**config.mk**
```make
export PLATFORM = sky130hd
export DESIGN_NAME = pulse_rate_meter
export DESIGN_NICKNAME = d
export VERILOG_FILES = /design/src/rtl/pulse_rate_meter.sv
export SDC_FILE = /design/constraint.sdc
export NUM_CORES = 1
export LEC_CHECK = 0
export CORE_MARGIN = 8
export CORE_UTILIZATION = 33
export DETAILED_ROUTE_END_ITERATION = 8
export GPL_TIMING_DRIVEN = 0
export SYNTH_ARGS = -nofsm -noshare
export SYNTH_HDL_FRONTEND = slang
export SYNTH_SLANG_ARGS = --single-unit
```
**constraint.sdc**
```tcl
create_clock -name clk -period 2.5 [get_ports clk]
set_input_delay 0.5 -clock clk [delete_from_list [all_inputs] [get_ports clk]]
set_output_delay 0.5 -clock clk [all_outputs]
set_load 0.03 [all_outputs]
```
**src/rtl/pulse_rate_meter.sv**
```systemverilog
// pulse_rate_meter: counts count_pulse events over fixed windows of
// WINDOW_CYCLES clocks and hands each window total off with valid/ready.
//
// Parameters:
//   WINDOW_CYCLES  window length in clk cycles (>= 2)
//   COUNT_WIDTH    width of the pulse accumulator and the result word
//
// Ports:
//   clk            system clock, rising edge
//   rst            synchronous active-high reset
//   enable         measurement enable; low aborts the window and idles
//   count_pulse    event pulse from the upstream counter
//   out_ready      consumer accepts the result this cycle
//   clear_overrun  clears the sticky overrun flag
//   out_valid      result word valid
//   out_count      pulses counted in the last completed window
//   out_sat        accumulator saturated during that window
//   overrun        sticky: an unconsumed result was overwritten
//
// Optional build macro: PULSE_EDGE_DETECT_EN
//   Defined:   count_pulse is a level; only its rising edges are counted.
//   Undefined: every measuring cycle with count_pulse=1 is counted.

module pulse_rate_meter #(
    parameter int WINDOW_CYCLES = 16,
    parameter int COUNT_WIDTH   = 8
) (
    input  logic                   clk,
    input  logic                   rst,
    input  logic                   enable,
    input  logic                   count_pulse,
    input  logic                   out_ready,
    input  logic                   clear_overrun,
    output logic                   out_valid,
    output logic [COUNT_WIDTH-1:0] out_count,
    output logic                   out_sat,
    output logic                   overrun
);

    localparam int WIN_W =
        (WINDOW_CYCLES > 2) ? $clog2(WINDOW_CYCLES) : 1;

    localparam logic [WIN_W-1:0] WIN_LAST =
        WIN_W'(WINDOW_CYCLES - 1);

    localparam logic [COUNT_WIDTH-1:0] ACC_MAX = '1;

    typedef enum logic {
        IDLE,
        MEASURE
    } state_t;

    state_t                 state;
    logic [WIN_W-1:0]       win_cnt;
    logic [COUNT_WIDTH-1:0] acc;
    logic                   sat_flag;

    logic                   qual;
    logic [WIN_W-1:0]       win_base;
    logic [COUNT_WIDTH-1:0] acc_base;
    logic                   sat_base;
    logic [COUNT_WIDTH-1:0] acc_next;
    logic                   sat_next;
    logic                   last_cycle;
    logic                   load;
    logic                   xfer;
    logic                   ovr_set;

`ifdef PULSE_EDGE_DETECT_EN
    // Previous sample of the level; tracked in every state so that a
    // level already high on entry to MEASURE is not seen as an edge.
    logic pulse_prev;

    always_ff @(posedge clk) begin
        if (rst) begin
            pulse_prev <= 1'b0;
        end else begin
            pulse_prev <= count_pulse;
        end
    end

    assign qual = count_pulse & ~pulse_prev;
`else
    assign qual = count_pulse;
`endif

    // The cycle that leaves IDLE is already window cycle 0, so it is
    // evaluated from a clean window rather than from stored state.
    always_comb begin
        win_base = win_cnt;
        acc_base = acc;
        sat_base = sat_flag;
        if (state == IDLE) begin
            win_base = '0;
            acc_base = '0;
            sat_base = 1'b0;
        end
    end

    // Saturating accumulate: hold at the maximum and remember that a
    // pulse arrived with nowhere to go.
    always_comb begin
        acc_next = acc_base;
        sat_next = sat_base;
        if (qual) begin
            if (acc_base == ACC_MAX) begin
                sat_next = 1'b1;
            end else begin
                acc_next = acc_base + 1'b1;
            end
        end
    end

    assign last_cycle = (win_base == WIN_LAST);
    assign load       = enable & last_cycle;
    assign xfer       = out_valid & out_ready;
    assign ovr_set    = load & out_valid & ~out_ready;

    always_ff @(posedge clk) begin
        if (rst) begin
            state     <= IDLE;
            win_cnt   <= '0;
            acc       <= '0;
            sat_flag  <= 1'b0;
            out_valid <= 1'b0;
            out_count <= '0;
            out_sat   <= 1'b0;
            overrun   <= 1'b0;
        end else begin
            if (enable) begin
                state <= MEASURE;
                if (last_cycle) begin
                    win_cnt   <= '0;
                    acc       <= '0;
                    sat_flag  <= 1'b0;
                    out_count <= acc_next;
                    out_sat   <= sat_next;
                end else begin
                    win_cnt   <= win_base + 1'b1;
                    acc       <= acc_next;
                    sat_flag  <= sat_next;
                end
            end else begin
                // Abort: drop the partial window, keep the outputs.
                state    <= IDLE;
                win_cnt  <= '0;
                acc      <= '0;
                sat_flag <= 1'b0;
            end

            // A load during a transfer replaces the consumed word and
            // keeps valid high.
            if (load) begin
                out_valid <= 1'b1;
            end else if (xfer) begin
                out_valid <= 1'b0;
            end

            // A new overrun wins over a simultaneous clear.
            if (ovr_set) begin
                overrun <= 1'b1;
            end else if (clear_overrun) begin
                overrun <= 1'b0;
            end
        end
    end

endmodule

```
==> results.tsv <==
metric	value	unit
status	complete, no violations	
postLayoutSetupSlackWorst	0.208	ns
combinationalPowerShare	4.2	%
dpl.hpwl	1.59	mm
ff2ff_path_depth	8	
cts_max_path_buffers	2	
power_density	471	nW/um^2
synth_cell_types	35	
path_class	reg -> reg	
power	0.000603	W
whs_path_depth	2	
grt_max_degree	14	
hp-class	reg -> reg	
post_cts_resized	0	
startpoint	state$_SDFF_PP0_	
hold_end	out_count[2]$_SDFFE_PP0P_	
yosys.area.top_type	dfxtp_1	
post_cts.repair.setup_buffers	0	
start_util	34.3	%
die_h	72.1	microns
syn_inst	114	
cts_buffers	3	
die_w	72.1	microns
start_kind	flop	
avgSynthCellArea	9.11	sq um
reg2reg_setup_slack	0.21	ns
clkLatencyLatePin	0.31	ns
p_sw_share	21.2	%
pwr-share-seq	67.0	%
max_freq	436	MHz
rsz0062_at_grt	no	
drtAntennaViolNets	0	
io_pins	17	
areaGrowthSynthToFinish	23.3	%
tns	0	ns
drv_slew	0	
cp_max_fo	10	
core	3030	sq um
required	2.75	ns
yosys_warnings	0	
cts_sinks	25	
root_buffer	clkbuf_4	
worstPathArrival	2.54	ns
diodes	0	
irDropWorstVdd	327	uV
place.port_buffers	16	
synth_nets	121	
rr_startpoint	state$_SDFF_PP0_	
overflow	0	
setup_viol	0	
max-cap-violations	0	
synth_edf_count	0	
path_clk_slew	0.13	ns
fin_crit_sh	91.7	%
grt_pass1_vias	810	
drtIter0Drc	38	
htree_levels	1	
dp_slack	0.243	ns
worst_slew_pin_slew	0.388	ns
vias_per_cell	4.69	
grt_pass1_wl	3.56	mm
rows	20	
routed_wirelength	1.99	mm
p_int	0.000475	W
async_flop_share	0	%
die_area	5200	sq um
first_pass_iters	4	
fin_nets	142	
pwr-share-clk	28.8	%
drive_gt1_share	6.72	%
period_minus_slack	2.29	ns
endpoint_kind	flop	
r2r_end	out_count[2]$_SDFFE_PP0P_	
drc_errors	0	
via_count	835	
synth_flop_cell	dfxtp_1	
track_usage	8.51	%
hold_viol_final	0	
routabilityCongestion	0.887	
final_util	42.3	%
p_leak	0.420	nW
antenna_found_initial	0	
cts.hold.buffers_added	0	
p_sw	0.000128	W
synth.top_cells.by_area	dfxtp_1, nor2_1, nand2_1, a211oi_1, xnor2_1	
maxSlewHeadroom	74.1	%
synth_top_area_share	48.2	%
fin_worst_skew	0.00532	ns
seq_area_frac_synth	48.2	%
synth_area	1040	sq um
routedWlPerCell	11.2	microns
cts_tree	done	
synth_seq_cells	25	
fillers	310	
worstHoldStart	out_count[2]$_SDFFE_PP0P_	
-- cell usage after synthesis, types with 2 or more instances --
cell type and n:
nor3b_1 2, a211oi_1 4, a31oi_1 2, or3_1 2, nand4_1 2, inv_1 3, nor2b_1 2, and4_1 2
xnor2_1 3, a21oi_1 5, clkbuf_1 2, and2_1 4, nor2_1 18, and3_1 2, nand3b_1 2, dfxtp_1 25
buf_2 2, nand3_1 4, nor3_1 3, nand2_1 9, o31ai_1 2
-- placed cells by master, fill, tap and decap left out, types with 2 or more instances in the layout --
master	n
clkbuf_1	3
and2_1	4
clkdlybuf4s50_1	16
nor2b_1	2
inv_1	3
nor3_1	3
buf_2	2
nor2_1	18
or3_1	2
nand4_1	2
o31ai_1	2
and4_1	2
a21oi_1	5
nand2_1	9
and3_1	2
nand3_1	4
a31oi_1	2
nor3b_1	2
a211oi_1	4
xnor2_1	3
dfxtp_1	25
clkbuf_4	3
nand3b_1	2
-- per-layer routing --
layer / vias up / GRT usage, % / part of all wire (%)
li1: 446 / - / -
met1: 366 / 9.87 / 48
met2: 21 / 13.0 / 41
met3: 2 / 4.82 / 9.6
met4: 0 / 2.27 / 0.60
met5: - / 0 / 0
-- logic make-up after synthesis --
| group | count (synthesis) | share of synthesized area (%) |
|---|---|---|
| AO/OA/AOI/OAI | 19 | 13.3 |
| XOR/XNOR | 4 | 3.37 |
| adder cells (fa/ha/maj) | 1 | 1.20 |
| buffers and inverters | 7 | 2.77 |
| flip-flops | 25 | 48.2 |
| multiplexers | 2 | 2.05 |
| AND/OR/NAND/NOR | 56 | 29.2 |
-- final cells by class --
| type | instances | area [sq um] | area share (%) |
|---|---|---|---|
| timing repair buffer | 16 | 160 | 12.5 |
| tap | 44 | 55.1 | 4.30 |
| multi-input combinational | 82 | 509 | 39.8 |
| inverter | 3 | 11.3 | 0.880 |
| sequential | 25 | 500 | 39.1 |
| clock buffer | 4 | 26.3 | 2.05 |
| buffer | 4 | 17.5 | 1.37 |
-- worst max-delay path: stages, from the launching register on --
cell      delay (ns)
dfxtp_1         0.47
clkbuf_1        0.36
and2_1          0.21
ha_1            0.21
and4_1          0.22
nand2_1         0.07
buf_2           0.18
or3_1           0.38
a21oi_1         0.12
-- power groups by stage --
stage | Sequential [W] | Clock (W) | Combinational, W
finish | 0.000404 | 0.000174 | 0.0000252
floorplan | 0.000412 | 0 | 0.0000116
global placement | 0.000413 | 0 | 0.0000250
CTS | 0.000404 | 0.000184 | 0.0000255
global route | 0.000405 | 0.000206 | 0.0000282
detailed placement | 0.000413 | 0 | 0.0000253
-- state kept, by name, summed over array words and instances, names as in the netlist --
signal,flops
win_cnt,4
overrun,1
out_sat,1
sat_flag,1
state,1
out_valid,1
acc,8
out_count,8
-- stage by stage --
stage / std cells / hold slack (ns) / area [sq um]
after global routing: 178 / 0.479 / 1280
final: 178 / 0.461 / 1280
after global placement: 174 / 0.442 / 1250
after floorplan: 114 / 0.439 / 1040
after detailed placement: 174 / 0.446 / 1250
after CTS: 178 / 0.464 / 1280
-- worst max path at each step --
stage                                end  depth (start not counted)
2_1_floorplan  out_count[4]$_SDFFE_PP0P_                          8
5_1_grt        out_count[4]$_SDFFE_PP0P_                          8
3_5_place_dp   out_count[4]$_SDFFE_PP0P_                          8
3_3_place_gp   out_count[2]$_SDFFE_PP0P_                          8
4_1_cts        out_count[2]$_SDFFE_PP0P_                          8
6_report       out_count[2]$_SDFFE_PP0P_                          8
(Power assumes the default switching activity.)
